## src/rtl/mul_div_unit.sv

```systemverilog
// rtl/mul_div_unit.sv - iterative MIPS mult/multu/div/divu unit holding HI/LO
module mul_div_unit #(
    parameter int WIDTH = 32
) (
    input  logic             clk,
    input  logic             rst_n,
    input  logic             start,
    input  logic [1:0]       op,
    input  logic [WIDTH-1:0] a,
    input  logic [WIDTH-1:0] b,
    input  logic             cancel,
    input  logic             mthi,
    input  logic             mtlo,
    input  logic [WIDTH-1:0] wdata,
    output logic             busy,
    output logic             done,
    output logic             divzero,
    output logic [WIDTH-1:0] hi,
    output logic [WIDTH-1:0] lo
);

    localparam int CW = $clog2(WIDTH);
    localparam logic [CW-1:0] CNT_LAST = CW'(WIDTH - 1);

    typedef enum logic [1:0] {S_IDLE, S_RUN, S_FIX} state_t;

    state_t             r_state;
    state_t             w_next_state;
    logic               w_accept;
    logic [CW-1:0]      r_cnt;
    logic               r_is_div;
    logic               r_zero;
    logic               r_neg_q;
    logic               r_neg_r;
    logic [WIDTH-1:0]   r_mag;
    logic [2*WIDTH-1:0] r_acc;
    logic               r_busy;
    logic               r_done;
    logic               r_divzero;
    logic [WIDTH-1:0]   r_hi;
    logic [WIDTH-1:0]   r_lo;

    logic               w_signed;
    logic               w_sa;
    logic               w_sb;
    logic               w_start_zero;
    logic [WIDTH-1:0]   w_mag_a;
    logic [WIDTH-1:0]   w_mag_b;
    logic [WIDTH:0]     w_mul_sum;
    logic [2*WIDTH-1:0] w_mul_next;
    logic [WIDTH:0]     w_div_shift;
    logic [WIDTH:0]     w_div_diff;
    logic [2*WIDTH-1:0] w_div_next;
    logic [2*WIDTH-1:0] w_prod_fix;
    logic [WIDTH-1:0]   w_quo_fix;
    logic [WIDTH-1:0]   w_rem_fix;

    // Magnitudes taken modulo 2^WIDTH, so 0x80000000 stays a valid unsigned magnitude.
    assign w_signed     = ~op[0];
    assign w_sa         = w_signed & a[WIDTH-1];
    assign w_sb         = w_signed & b[WIDTH-1];
    assign w_mag_a      = w_sa ? -a : a;
    assign w_mag_b      = w_sb ? -b : b;
    assign w_start_zero = op[1] & (b == '0);

    assign w_mul_sum  = {1'b0, r_acc[2*WIDTH-1:WIDTH]} + (r_acc[0] ? {1'b0, r_mag} : '0);
    assign w_mul_next = {w_mul_sum, r_acc[WIDTH-1:1]};

    // Divide keeps remainder in the upper half and shifts quotient bits into the lower half.
    assign w_div_shift = r_acc[2*WIDTH-1:WIDTH-1];
    assign w_div_diff  = w_div_shift - {1'b0, r_mag};
    assign w_div_next  = w_div_diff[WIDTH]
                       ? {w_div_shift[WIDTH-1:0], r_acc[WIDTH-2:0], 1'b0}
                       : {w_div_diff[WIDTH-1:0],  r_acc[WIDTH-2:0], 1'b1};

    assign w_prod_fix = r_neg_q ? -r_acc : r_acc;
    assign w_quo_fix  = r_neg_q ? -r_acc[WIDTH-1:0] : r_acc[WIDTH-1:0];
    assign w_rem_fix  = r_neg_r ? -r_acc[2*WIDTH-1:WIDTH] : r_acc[2*WIDTH-1:WIDTH];

    always_ff @(posedge clk or negedge rst_n) begin
        if (!rst_n) begin
            r_state <= S_IDLE;
        end else begin
            r_state <= w_next_state;
        end
    end

    always_comb begin
        w_next_state = r_state;
        w_accept     = 1'b0;
        case (r_state)
            S_IDLE: begin
                if (start && !cancel) begin
                    w_accept     = 1'b1;
                    w_next_state = w_start_zero ? S_FIX : S_RUN;
                end
            end
            S_RUN: begin
                if (cancel) begin
                    w_next_state = S_IDLE;
                end else if (r_cnt == CNT_LAST) begin
                    w_next_state = S_FIX;
                end
            end
            S_FIX:   w_next_state = S_IDLE;
            default: w_next_state = S_IDLE;
        endcase
    end

    always_ff @(posedge clk or negedge rst_n) begin
        if (!rst_n) begin
            r_cnt     <= '0;
            r_is_div  <= 1'b0;
            r_zero    <= 1'b0;
            r_neg_q   <= 1'b0;
            r_neg_r   <= 1'b0;
            r_mag     <= '0;
            r_acc     <= '0;
            r_busy    <= 1'b0;
            r_done    <= 1'b0;
            r_divzero <= 1'b0;
            r_hi      <= '0;
            r_lo      <= '0;
        end else begin
            r_done <= 1'b0;
            case (r_state)
                S_IDLE: begin
                    if (mthi) r_hi <= wdata;
                    if (mtlo) r_lo <= wdata;
                    if (w_accept) begin
                        r_is_div  <= op[1];
                        r_zero    <= w_start_zero;
                        r_neg_q   <= w_sa ^ w_sb;
                        r_neg_r   <= w_sa;
                        r_mag     <= op[1] ? w_mag_b : w_mag_a;
                        r_acc     <= {{WIDTH{1'b0}}, (op[1] ? w_mag_a : w_mag_b)};
                        r_cnt     <= '0;
                        r_busy    <= 1'b1;
                        r_divzero <= 1'b0;
                    end
                end
                S_RUN: begin
                    if (cancel) begin
                        r_busy <= 1'b0;
                    end else begin
                        r_acc <= r_is_div ? w_div_next : w_mul_next;
                        r_cnt <= r_cnt + 1'b1;
                    end
                end
                S_FIX: begin
                    r_busy <= 1'b0;
                    if (!cancel) begin
                        r_done <= 1'b1;
                        if (r_zero) begin
                            r_divzero <= 1'b1;
                        end else if (r_is_div) begin
                            r_hi <= w_rem_fix;
                            r_lo <= w_quo_fix;
                        end else begin
                            r_hi <= w_prod_fix[2*WIDTH-1:WIDTH];
                            r_lo <= w_prod_fix[WIDTH-1:0];
                        end
                    end
                end
                default: r_busy <= 1'b0;
            endcase
        end
    end

    assign busy    = r_busy;
    assign done    = r_done;
    assign divzero = r_divzero;
    assign hi      = r_hi;
    assign lo      = r_lo;

endmodule

```

## config.mk

```make
export PLATFORM = sky130hd
export DESIGN_NAME = mul_div_unit
export DESIGN_NICKNAME = d
export VERILOG_FILES = /design/src/rtl/mul_div_unit.sv
export SDC_FILE = /design/constraint.sdc
export NUM_CORES = 1
export LEC_CHECK = 0
export ABC_AREA = 1
export BUFFER_PORTS_ARGS = -buffer_cell sky130_fd_sc_hd__buf_2
export CELL_PAD_IN_SITES_DETAIL_PLACEMENT = 1
export CELL_PAD_IN_SITES_GLOBAL_PLACEMENT = 1
export CORE_MARGIN = 8
export CORE_UTILIZATION = 45
export CTS_BUF_LIST = sky130_fd_sc_hd__clkbuf_16
export CTS_CLUSTER_DIAMETER = 120
export DETAILED_ROUTE_END_ITERATION = 16
export PLACE_DENSITY_LB_ADDON = 0.1
export SYNTH_ARGS = -nofsm -noshare
export SYNTH_HDL_FRONTEND = slang
export SYNTH_SLANG_ARGS = --single-unit
```

## constraint.sdc

```tcl
create_clock -name clk -period 6 [get_ports clk]
set_input_delay 1.2 -clock clk [delete_from_list [all_inputs] [get_ports clk]]
set_output_delay 1.2 -clock clk [all_outputs]
set_load 0.02 [all_outputs]
```

# ---- Word level (Yosys, flattened, before mapping)
# Cells that the tools add are included.
# W data, S select, Z words.
dict set report word_totals {
  regBits 174
  in_bits 104
  out_inout_bits 67
  elab_cells 94
}
dict set report classes {
  add_sub_neg 8
  n_eq_ne 13
  muxes 42
  bitwise 5
  n_reduce_logical 13
}
# cell count
set op_table {}
lappend op_table {{$mux W32} 15}
lappend op_table {{$mux W64} 5}
lappend op_table {{$neg A32 Y32} 4}
lappend op_table {{$pmux W32 S2} 2}
lappend op_table {{$pmux W64 S2} 1}
lappend op_table {{$neg A64 Y64} 1}
lappend op_table {{$add A32 B32 Y33} 1}
lappend op_table {{$sub A33 B32 Y33} 1}
lappend op_table {{$logic_not A32 Y1} 1}
lappend op_table {{$ne A2 B2 Y1 const B} 9}
lappend op_table {{$reduce_and A4 Y1} 3}
lappend op_table {{$mux W5} 2}
lappend op_table {{$pmux W5 S2} 1}
lappend op_table {{$mux W1} 9}
lappend op_table {{$mux W2} 4}
lappend op_table {{$reduce_and A2 Y1} 3}
lappend op_table {{$add A5 B1 Y5 const B} 1}
lappend op_table {{$eq A5 B5 Y1 const B} 1}
lappend op_table {{$pmux W1 S2} 2}
lappend op_table {{$pmux W2 S2} 1}
lappend op_table {{$reduce_bool A2 Y1} 2}
lappend op_table {{$and A1 B1 Y1} 3}
lappend op_table {{$ne A3 B3 Y1 const B} 1}
lappend op_table {{$reduce_and A3 Y1} 1}
lappend op_table {{7 further kinds} 7}

# ---- Longest topological paths before layout
# Gate-level depths: netlist of the first run.
dict set report depth {
  depth_word 6
  mapped_depth 22
  depth_no_buf 20
}

# ---- Worst setup path after synthesis of the first run
# Ideal clock, no wire load.
dict set report synth_path {
  path_kind {in2reg}
  startpoint {input b[0]}
  endpoint {register r_acc[16]}
  setup_ps 77
  arrival_time_ps 2572
  required_ps 5923
  setup_slack_ps 3350
  stages 13
  path_buffers 0
  path_cell_list {inv_1 -> ha_1 -> nand3_1 -> nor2_1 -> inv_1 -> nor2_1 -> nand2_1 -> nand2_1 -> xor2_1 -> nand2_1 -> nand2_1 -> nand2_1 -> a21oi_1}
}
dict set report synth_between {
  elab_chain_len 5
}
# element line_no
set synth_lines {}
lappend synth_lines {{from (decl)} 10} ;# input logic [WIDTH-1:0] b,
lappend synth_lines {{$neg A32 Y32} 63} ;# assign w_mag_b = w_sb ? -b : b;
lappend synth_lines {{$mux W32} 63}
lappend synth_lines {{$mux W32} 136} ;# r_acc <= {{WIDTH{1'b0}}, (op[1] ? w_mag_a : w_mag_b)};
lappend synth_lines {{$mux W64} 130} ;# if (w_accept) begin
lappend synth_lines {{$pmux W64 S2} 126} ;# case (r_state)
lappend synth_lines {{to (signal assigned)} 136}
lappend synth_lines {{to (signal assigned)} 146} ;# r_acc <= r_is_div ? w_div_next : w_mul_next;
lappend synth_lines {{to (decl)} 36} ;# logic [2*WIDTH-1:0] r_acc;
# Every way passes these cells. The select of a mux whose other input is x is not followed.
# A chain may end at the register's enable or synchronous reset.

# ---- Worst setup path after layout of the first run
dict set report layout_path {
  startpoint {input cancel}
  endpoint {register r_mag[19]}
}
dict set report layout_between {
  elab_chain_len 5
}
# element line_no
set layout_lines {}
lappend layout_lines {{from (decl)} 11} ;# input logic cancel,
lappend layout_lines {{$logic_not A1 Y1} --}
lappend layout_lines {{$logic_and A1 B1 Y1} 93} ;# if (start && !cancel) begin
lappend layout_lines {{$mux W1} 93}
lappend layout_lines {{$mux W1} 91} ;# case (r_state)
lappend layout_lines {{$reduce_and A2 Y1 (no source line)} --}
lappend layout_lines {{to (signal assigned)} 135} ;# r_mag <= op[1] ? w_mag_b : w_mag_a;
lappend layout_lines {{to (decl)} 35} ;# logic [WIDTH-1:0] r_mag;
# Every way passes these cells.

==> impl_results.md, run 1 <==
- Dominant synthesized flop cell: dfrtp_1
- TNS Setup: 0 ns
- Post-detail-place hpwl: around 75,000 µm
- Root Driver: clkbuf_16
- Layout cell share with drive strength beyond 1: 0.07583
- Post-synthesis sequential area ratio: 0.2354
- Fin util: 0.4989
- Hold-fix buffers, CTS: 0
- Post-route insts no fill: between 3,000 and 4,000
- Design area: between 20,000 and 25,000 µm²
- P_leak: between 10 and 15 nW
- Ports: 171
- RSZ-0062 raised after global routing: no
- Clock buffer depth: 2
- Hold Vio Cnt, Final: 0
- Maximum VDD drop: 255.6 µV
- Post-CTS sizing: 0
- Mapped Nets: 3,435
- Pwr Total: 11.51 mW
- Nets: 3,540
- Final Wtd Congestion: 1.032
- Worst-Margin Slew: 1.126 ns
- Area Overhead vs Synth: 9.897%
- Worst-Skew Late Latency: 0.48 ns
- Synth Instances: 3,259
- Initial core utilization: 0.4540
- Die H: 218.7 µm
- Hold_sp: hi[22]
- Reg-to-reg critical path endpoint: r_mag[19]
- Initial antenna violation count: 3
- CTS sink cnt: 174
- Power per standard cell area: 566.1 nW/µm²
- Final Cycle Share: 0.6994
- #FFs+latches synth: between 150 and 200
- R2r setup slk: 2.02 ns
- Num CTS Buffers: 17
- Vias in the first global route: 23,360
- Mapped Area: 18,500 µm²
- EDFF count, synth: 0
- Max cap viols: 0
- Crit Path Class: input port to flop
- Hold-critical path depth: 2
- Rows: 74
- First-pass GRT wire length: 142,300 µm
- Post-route setup slack: 1.804 ns
- Dpl cell area: 19,710 µm²
- GR Util All Layers: 0.3878
- Number of port buffers: 170
- Commonest cells after routing, fill and taps aside: nand2_1, inv_1, nor2_1
- Core Box Area: 40,740 µm²
- Routed Antenna Nets: 0
- Pre-antenna DRT Iters: 5
- Setup violators final: 0
- Clock skew: 0.01897 ns
- Worst-path clk slew: 0.08 ns
- Crit path DAT: 4.52 ns
- Sink of the worst hold path: hi[22]
- Vias/cell: 6.008
- Avg WL per Cell: 24.28 µm
- Synth Area per Inst: 5.675 µm²
- Min cycle time layout: 4.196 ns
- Pre-CTS setup slack: 1.436 ns
- Critical path capture point type: flop
- Cell taking the most area after synthesis: dfrtp_1
- Highest Clock Rate: 238.3 MHz
- Crit path largest cell delay: about 0.87 ns
- Async SR Flop Fraction: 1.000
- Post-Place Cells: 3,877
- DIE AREA: around 48,000 µm²
- DRC viols: 0
- Rel. slew slack: 0.2488
- Syn. warnings: 0
- Synth area leaders: dfrtp_1, nand2_1, inv_1
- Synth top area share: 0.2354
- Most common cell after layout, fill and taps aside: nand2_1
- Tightest Hold Check Type: flop to flop
- H-Tree Depth: 4
- CTS tree: built
- Max-slew violation count: 0
- WHS: ~0.53 ns
- Startpoint Class: input port
- CP max stage cell: nor2_2
- Worst r2r src: r_state[1]
- Worst r2r path cells: 11
- CP required: 6.32 ns
- Via count: 23,490
- Status: finished, final reports clean
- Post-Route WL: 94,940 µm
- Die W: ~220 µm
- Post-synth cell types: 43
- Crit-path max FO: 29
- Largest net degree at the start of global routing: 103
- Drt first-iter violations: 2,618
- Overflow after GRT: 0
- Cells along the critical path: buf_2 -> nor2_2 -> inv_2 -> nand2_1 -> inv_1 -> nand2_1 -> nor2_1 -> buf_4 -> inv_1 -> o221ai_1
- Post CTS Setup Buffer Count: 0
how the worst max path moves through the flow:
stage | endpoint | cells past startpoint | slack, ns | start
after global placement | r_mag[14] | 10 | 1.76 | cancel
after global routing | r_mag[19] | 10 | 1.54 | cancel
after CTS | r_mag[9] | 10 | 1.84 | cancel
final | r_mag[19] | 10 | 1.80 | cancel
after floorplan | r_acc[16] | 13 | 3.35 | b[0]
after detailed placement | r_mag[19] | 10 | 1.44 | cancel
where the power goes:
| part | switching [mW] | leakage (nW) | internal, mW |
|---|---|---|---|
| Sequential | 0.904 | 2.08 | 1.69 |
| Combinational | 5.49 | 8.63 | 2.20 |
| Clock | 0.553 | 0.299 | 0.663 |
layout make-up:
class                      instances  area [µm²]
tap                              532       665.6
sequential                       174        4355
fill                            5895       20410
inverter                         486        1824
clock inverter                    14       185.2
timing repair buffer             189        1012
antenna                            2       5.005
clock buffer                      17       425.4
multi-input combinational       2496       11850
synth_stat cells, types with 8 or more instances:
| cell | number |
|---|---|
| a21oi_1 | 220 |
| a22oi_1 | 11 |
| a31oi_1 | 11 |
| and2_1 | 9 |
| buf_1 | 13 |
| buf_2 | 22 |
| clkbuf_1 | 57 |
| dfrtp_1 | 174 |
| ha_1 | 70 |
| inv_1 | 476 |
| inv_2 | 8 |
| nand2_1 | 1076 |
| nand3_1 | 353 |
| nand3b_1 | 13 |
| nand4_1 | 50 |
| nor2_1 | 374 |
| nor3_1 | 35 |
| o211ai_1 | 25 |
| o21ai_0 | 121 |
| o21bai_1 | 8 |
| o221ai_1 | 8 |
| or2_2 | 10 |
| xnor2_1 | 19 |
| xor2_1 | 49 |
worst max-delay path: cells and delay by family:
kind                   cells  cell delay [ns]
AND/OR/NAND/NOR            4             2.05
buffers and inverters      5             1.06
AO/OA/AOI/OAI              1             0.18
per-layer routing:
| layer | up-vias | wire [µm] | global-route usage |
|---|---|---|---|
| li1 | 10580 | - | - |
| met1 | 11360 | 38820 | 0.5169 |
| met2 | 1272 | 40880 | 0.5900 |
| met3 | 277 | 10100 | 0.08392 |
| met4 | 6 | 5093 | 0.1873 |
| met5 | - | 46 | 0 |
flip-flops by register name (all words and copies together), names as in the netlist:
register,cells
r_zero,1
r_cnt,5
divzero,1
r_neg_q,1
r_neg_r,1
done,1
r_mag,32
r_state,2
hi,32
lo,32
r_is_div,1
r_acc,64
busy,1
cell families (layout without fill, tap and decap cells):
| logic type | after synthesis | in the layout | share of synthesized area |
|---|---|---|---|
| xor+xnor | 68 | 68 | 0.03220 |
| other cells | 0 | 2 | 0 |
| simple gates | 1936 | 1936 | 0.4344 |
| flops | 174 | 174 | 0.2354 |
| buf+inv | 589 | 706 | 0.1245 |
| compound gates | 420 | 420 | 0.1240 |
| fa+ha+maj | 72 | 72 | 0.04952 |
Power figures use the tool's default switching activity.
==> inputs of run 2 (changes only) <==
CORE_UTILIZATION = 42   (was 45)
clock period = 4.2 ns   (was 6 ns; I/O delays follow)
==> impl_results.md, run 2 (synthesis results as in run 1) <==
- Min cycle time layout: 3.349 ns
- Worst-Margin Slew: 0.9067 ns (-0.2190 ns)
- Initial antenna violation count: 1 (-2)
- Vias in the first global route: 23,010 (-1.5%)
- Commonest cells after routing, fill and taps aside: nand2_1, inv_1, nor2_1
- Final Cycle Share: 0.7975
- CTS tree: built
- DIE AREA: 51,010 µm² (+6.6%)
- CP required: 4.61 ns (-1.71 ns)
- Via count: 22,760 (-3.1%)
- WHS: 0.3810 ns (-0.1464 ns)
- Pwr Total: 16.03 mW (+39%)
- Worst-Skew Late Latency: 0.47 ns (about the same)
- Core Box Area: 43,840 µm² (+7.6%)
- Crit-path max FO: 20 (-31%)
- Post-route insts no fill: 3,992 (+2.1%)
- Max reg flops: 64 (unchanged)
- Routed Antenna Nets: 0 (unchanged)
- Status: finished, final reports clean
- RSZ-0062 raised after global routing: no
- Power per standard cell area: 781.5 nW/µm² (+38%)
- Design area: 20,520 µm² (+0.95%)
- Die H: 225.9 µm (+3.3%)
- Largest net degree at the start of global routing: 88 (-15%)
- Hold Vio Cnt, Final: 0 (unchanged)
- GR Util All Layers: 0.3501 (-0.03776)
- Post-detail-place hpwl: 74,980 µm (-0.68%)
- Pre-CTS setup slack: 0.9534 ns (-0.4825 ns)
- Overflow after GRT: 0 (unchanged)
- Reg-to-reg critical path endpoint: r_acc[37]
- Crit path DAT: 3.76 ns (-0.76 ns)
- Clock skew: 0.01589 ns (-0.003077 ns)
- Fin util: 0.4681 (-0.03085)
- Num CTS Buffers: 17 (unchanged)
- Worst r2r path cells: 18 (+7)
- Hold-fix buffers, CTS: 0 (unchanged)
- Avg WL per Cell: 22.66 µm (-6.7%)
- Ports: 171 (unchanged)
- # diodes: 0 (-2)
- Die W: 225.9 µm (+3.3%)
- CTS sink cnt: 174 (unchanged)
- Tightest Hold Check Type: input port to async pin
- Crit path from: r_acc[32]
- Most common cell after layout, fill and taps aside: nand2_1
- Clock buffer depth: 2 (unchanged)
- Startpoint Class: flop
- Root Driver: clkbuf_16
- TNS Setup: 0 ns (unchanged)
- R2r setup slk: 0.85 ns (-1.17 ns)
- DRC viols: 0 (unchanged)
- Max-slew violation count: 0 (unchanged)
- Final Wtd Congestion: 1.019 (-1.3%)
- Worst r2r src: r_acc[32]
- Critical path capture point type: flop
- H-Tree Depth: 4 (unchanged)
- Area Overhead vs Synth: 10.94%
- Most flops, register: r_acc
- Post-route setup slack: 0.8506 ns (-0.9531 ns)
- Layout cell share with drive strength beyond 1: 0.08294 (+0.007112)
- Rel. slew slack: 0.3955 (+0.1468)
- P_leak: 11.11 nW (+0.86%)
- Dpl cell area: 19,950 µm² (+1.2%)
- Worst-path clk slew: 0.08 ns (about the same)
- Post CTS Setup Buffer Count: 0 (unchanged)
- Rows: 77 (+4.1%)
- Number of port buffers: 170 (unchanged)
- First-pass GRT wire length: 137,700 µm (-3.2%)
- Initial core utilization: 0.4219 (-0.03207)
- Post-Place Cells: 3,960 (+2.1%)
- Drt first-iter violations: 2,209 (-16%)
- Crit Path Class: flop to flop
- Pre-antenna DRT Iters: 7 (+2)
- Nets: 3,563 (+0.65%)
- Vias/cell: 5.701 (-5.1%)
- Highest Clock Rate: ~300 MHz
- Max cap viols: 0 (unchanged)
- Post-CTS sizing: 0 (unchanged)
- Maximum VDD drop: 369.5 µV (+45%)
- Post-Route WL: 90,450 µm (-4.7%)
- Setup violators final: 0 (unchanged)
run 2: cell count changes in the layout (fill, tap and decap cells not counted), sizes merged:
cell	delta
bufinv	-3
inv	+4
clkinv	-1
buf	+23
clkinvlp	+1
diode	-2
run 2: power breakdown:
group          switching (mW)  internal (mW)  total [mW]
Combinational            7.79           3.23        11.0
Clock                   0.826          0.789        1.62
Sequential              0.971           2.42        3.39
Total                    9.59           6.45        16.0
run 2: critical path: stages, from the launching register on:
cell and delay [ns]:
dfrtp_1 0.60, inv_1 0.24, fa_1 0.53, inv_1 0.17
nand2_1 0.07, nand2_1 0.09, nand3_1 0.07, nand2_1 0.19
nand2_1 0.08, nand2_1 0.10, nand2_1 0.09, nand2_1 0.09
nand2_1 0.07, nand2_2 0.29, buf_4 0.29, nand2_1 0.09
nand3_1 0.08, nand2_1 0.07, nand2_1 0.05
run 2: per-layer routing:
metal | GRT usage | wire (µm)
met3 | 0.05025 | 6157
met5 | 0 | 11
met4 | 0.1706 | 4539
met1 | 0.4552 | 38640
met2 | 0.5650 | 41110
run 2: layout make-up:
class / instances / area [µm²]
timing repair buffer: 212 / 1172
tap: 592 / 740.7
clock inverter: 15 / 147.6
multi-input combinational: 2496 / 11850
inverter: 486 / 1824
fill: 6344 / 23320
clock buffer: 17 / 425.4
sequential: 174 / 4355
run 2: worst max-delay path by stage:
stage,endpoint,slack (ns),cells past startpoint
CTS,r_acc[38],0.93,18
finish,r_acc[37],0.85,18
global placement,r_acc[34],1.13,18
detailed placement,r_acc[34],0.95,18
floorplan,r_acc[61],1.59,21
global route,r_acc[33],0.65,18
==> inputs of run 3 (changes only) <==
clock period = 3.35 ns   (was 4.2 ns; I/O delays follow)
==> impl_results.md, run 3 (synthesis results as in run 1) <==
- # diodes: 0 (unchanged)
- Crit path largest cell delay: 0.54 ns (-0.06 ns)
- Most flops, register: r_acc
- Crit-path max FO: 25 (+25%)
- Worst-Skew Late Latency: 0.48 ns (about the same)
- Post CTS Setup Buffer Count: 0 (unchanged)
- DIE AREA: 51,010 µm² (unchanged)
- Crit-path leading delay family: simple AND/OR/NAND/NOR gates
- Clock skew: 0.01874 ns (+0.002851 ns)
- Power per standard cell area: 988.0 nW/µm² (+26%)
- Worst r2r path cells: 15 (-3)
- First-pass GRT wire length: 136,800 µm (-0.67%)
- Pwr Total: 20.47 mW (+28%)
- Setup violators final: 0 (unchanged)
- Ports: 171 (unchanged)
- P_sw: 12.04 mW (+26%)
- Min cycle time layout: 3.275 ns (-0.07409 ns)
- RSZ-0062 raised after global routing: no
- CTS tree: built
- Max layer used: met4
- Largest net degree at the start of global routing: 90 (+2.3%)
- Worst r2r src: r_acc[0]
- Number of port buffers: 170 (unchanged)
- Maximum VDD drop: 459.9 µV (+24%)
- DRT met1 WL: 38,370 µm (-0.69%)
- Area Overhead vs Synth: 12.03%
- Area of the multi-input gates: 11,850 µm² (unchanged)
- CTS sink cnt: 174 (unchanged)
- Crit path DAT: 3.64 ns (-0.12 ns)
- Via count: 22,690 (-0.30%)
- Nets: 3,578 (+0.42%)
- Most common cell after layout, fill and taps aside: nand2_1
- Initial core utilization: 0.4219 (unchanged)
- Worst-path clk slew: 0.08 ns (about the same)
- Max cap viols: 0 (unchanged)
- Critical path depth: 15 (-3)
- Pre-antenna DRT Iters: 5 (-2)
- Overflow after GRT: 0 (unchanged)
- Avg WL per Cell: 22.51 µm (-0.66%)
- Final Wtd Congestion: 0.9900 (-2.8%)
- Sw Share: 0.5882 (-0.009750)
- Clock share of power: 0.111 (+0.010)
- Met3 wire length: 5842 µm (-5.1%)
- Core Box Area: 43,840 µm² (unchanged)
- Startpoint Class: flop
- DR WL met2: 41,660 µm (+1.4%)
- Root Driver: clkbuf_16
- Fillers: 6,317 (-0.43%)
- Vias in the first global route: 23,150 (+0.64%)
- Initial antenna violation count: 0 (-1)
- Tightest Hold Check Type: input port to async pin
- Internal Power: 8.430 mW (+31%)
- Rel. slew slack: 0.3954 (about the same)
- Crit Path Class: flop to flop
- R2r setup slk: 0.07 ns (-0.78 ns)
- Crit path top cell by count: nand2_1
- Rows: 77 (unchanged)
- Critical path capture point type: flop
- Highest Clock Rate: 305.3 MHz (+2.3%)
- DRC viols: 0 (unchanged)
- Post-CTS sizing: 0 (unchanged)
- Worst Path Buf+Inv: 4 (+1)
- P_leak: 11.22 nW (+1.0%)
- GR Util All Layers: 0.3481 (-0.001986)
- Layout cell share with drive strength beyond 1: 0.08638 (+0.003442)
- Hold-fix buffers, CTS: 0 (unchanged)
- Register share of total power: 0.205 (-0.007)
- Hold Vio Cnt, Final: 0 (unchanged)
- CP required: 3.72 ns (-0.89 ns)
- Max reg flops: 64 (unchanged)
- H-Tree Depth: 4 (unchanged)
- Routed Antenna Nets: 0 (unchanged)
- Vias/cell: 5.663 (-0.67%)
- Post-Route WL: 90,200 µm (-0.28%)
- Clock buffer depth: 2 (unchanged)
- Worst-Margin Slew: 0.9069 ns (+0.0001953 ns)
- Reg-to-reg critical path endpoint: r_acc[48]
- TNS Setup: 0 ns (unchanged)
- Commonest cells after routing, fill and taps aside: nand2_1, inv_1, nor2_1
- Die H: 225.9 µm (unchanged)
- Num CTS Buffers: 17 (unchanged)
- Max-slew violation count: 0 (unchanged)
- Reg area: 4355 µm² (unchanged)
- Die W: 225.9 µm (unchanged)
- CP max stage cell: nor3_1
- Comb power frac: 0.685 (-0.003)
- Post-detail-place hpwl: 75,100 µm (+0.17%)
- Drt first-iter violations: 2,022 (-8.5%)
- Final Cycle Share: 0.9777 (+0.1802)
- Status: finished, final reports clean
- Cells along the critical path: buf_4 -> nand2_1 -> inv_1 -> ha_1 -> nand2_1 -> nor2_1 -> inv_1 -> nor3_1 -> nand4_1 -> nand4_1 -> nand3_1 -> nand2_1 -> inv_1 -> nand2_1 -> nand2_1
## run 3: metrics by stage
stage          area (µm²)    util  instances  hold slack, ns  setup WS, ns
2_1_floorplan       18500       -       3259          0.3744        0.7428
3_3_place_gp        20100  0.4584       3975          0.4642       0.08880
3_5_place_dp        20100  0.4584       3975          0.4785        0.1148
4_1_cts             20720  0.4727       4007          0.3026        0.1029
5_1_grt             20720  0.4727       4007          0.3268       0.01664
6_report            20720  0.4727       4007          0.2589       0.07469
## run 3: layout make-up
cell class | count | area share
inverter | 486 | 0.08804
tap | 592 | 0.03575
sequential | 174 | 0.2102
clock buffer | 17 | 0.02053
timing repair buffer | 227 | 0.06383
clock inverter | 15 | 0.009601
multi-input combinational | 2496 | 0.5720
## run 3: how the worst max path moves through the flow
stage,startpoint,endpoint,slack (ns)
floorplan,r_acc[0],r_acc[61],0.74
global placement,r_acc[0],r_acc[48],0.09
detailed placement,r_acc[0],r_acc[48],0.11
CTS,r_acc[0],r_acc[48],0.10
global route,r_acc[31],r_acc[46],0.02
finish,r_acc[0],r_acc[48],0.07
## run 3: routing by layer
layer / track usage / vias to the layer above
met4: 0.1625 / 0
met3: 0.04584 / 203
met2: 0.5730 / 839
li1: - / 10630
met1: 0.4489 / 11020
met5: 0 / -
## run 3: power by group through the flow
stage / clock, mW / combinational, mW / sequential, mW
floorplan: 0 / 8.76 / 4.21
global placement: 0 / 13.2 / 4.12
detailed placement: 0 / 13.7 / 4.17
CTS: 2.27 / 13.8 / 4.13
global route: 2.34 / 15.4 / 4.27
finish: 2.26 / 14.0 / 4.20
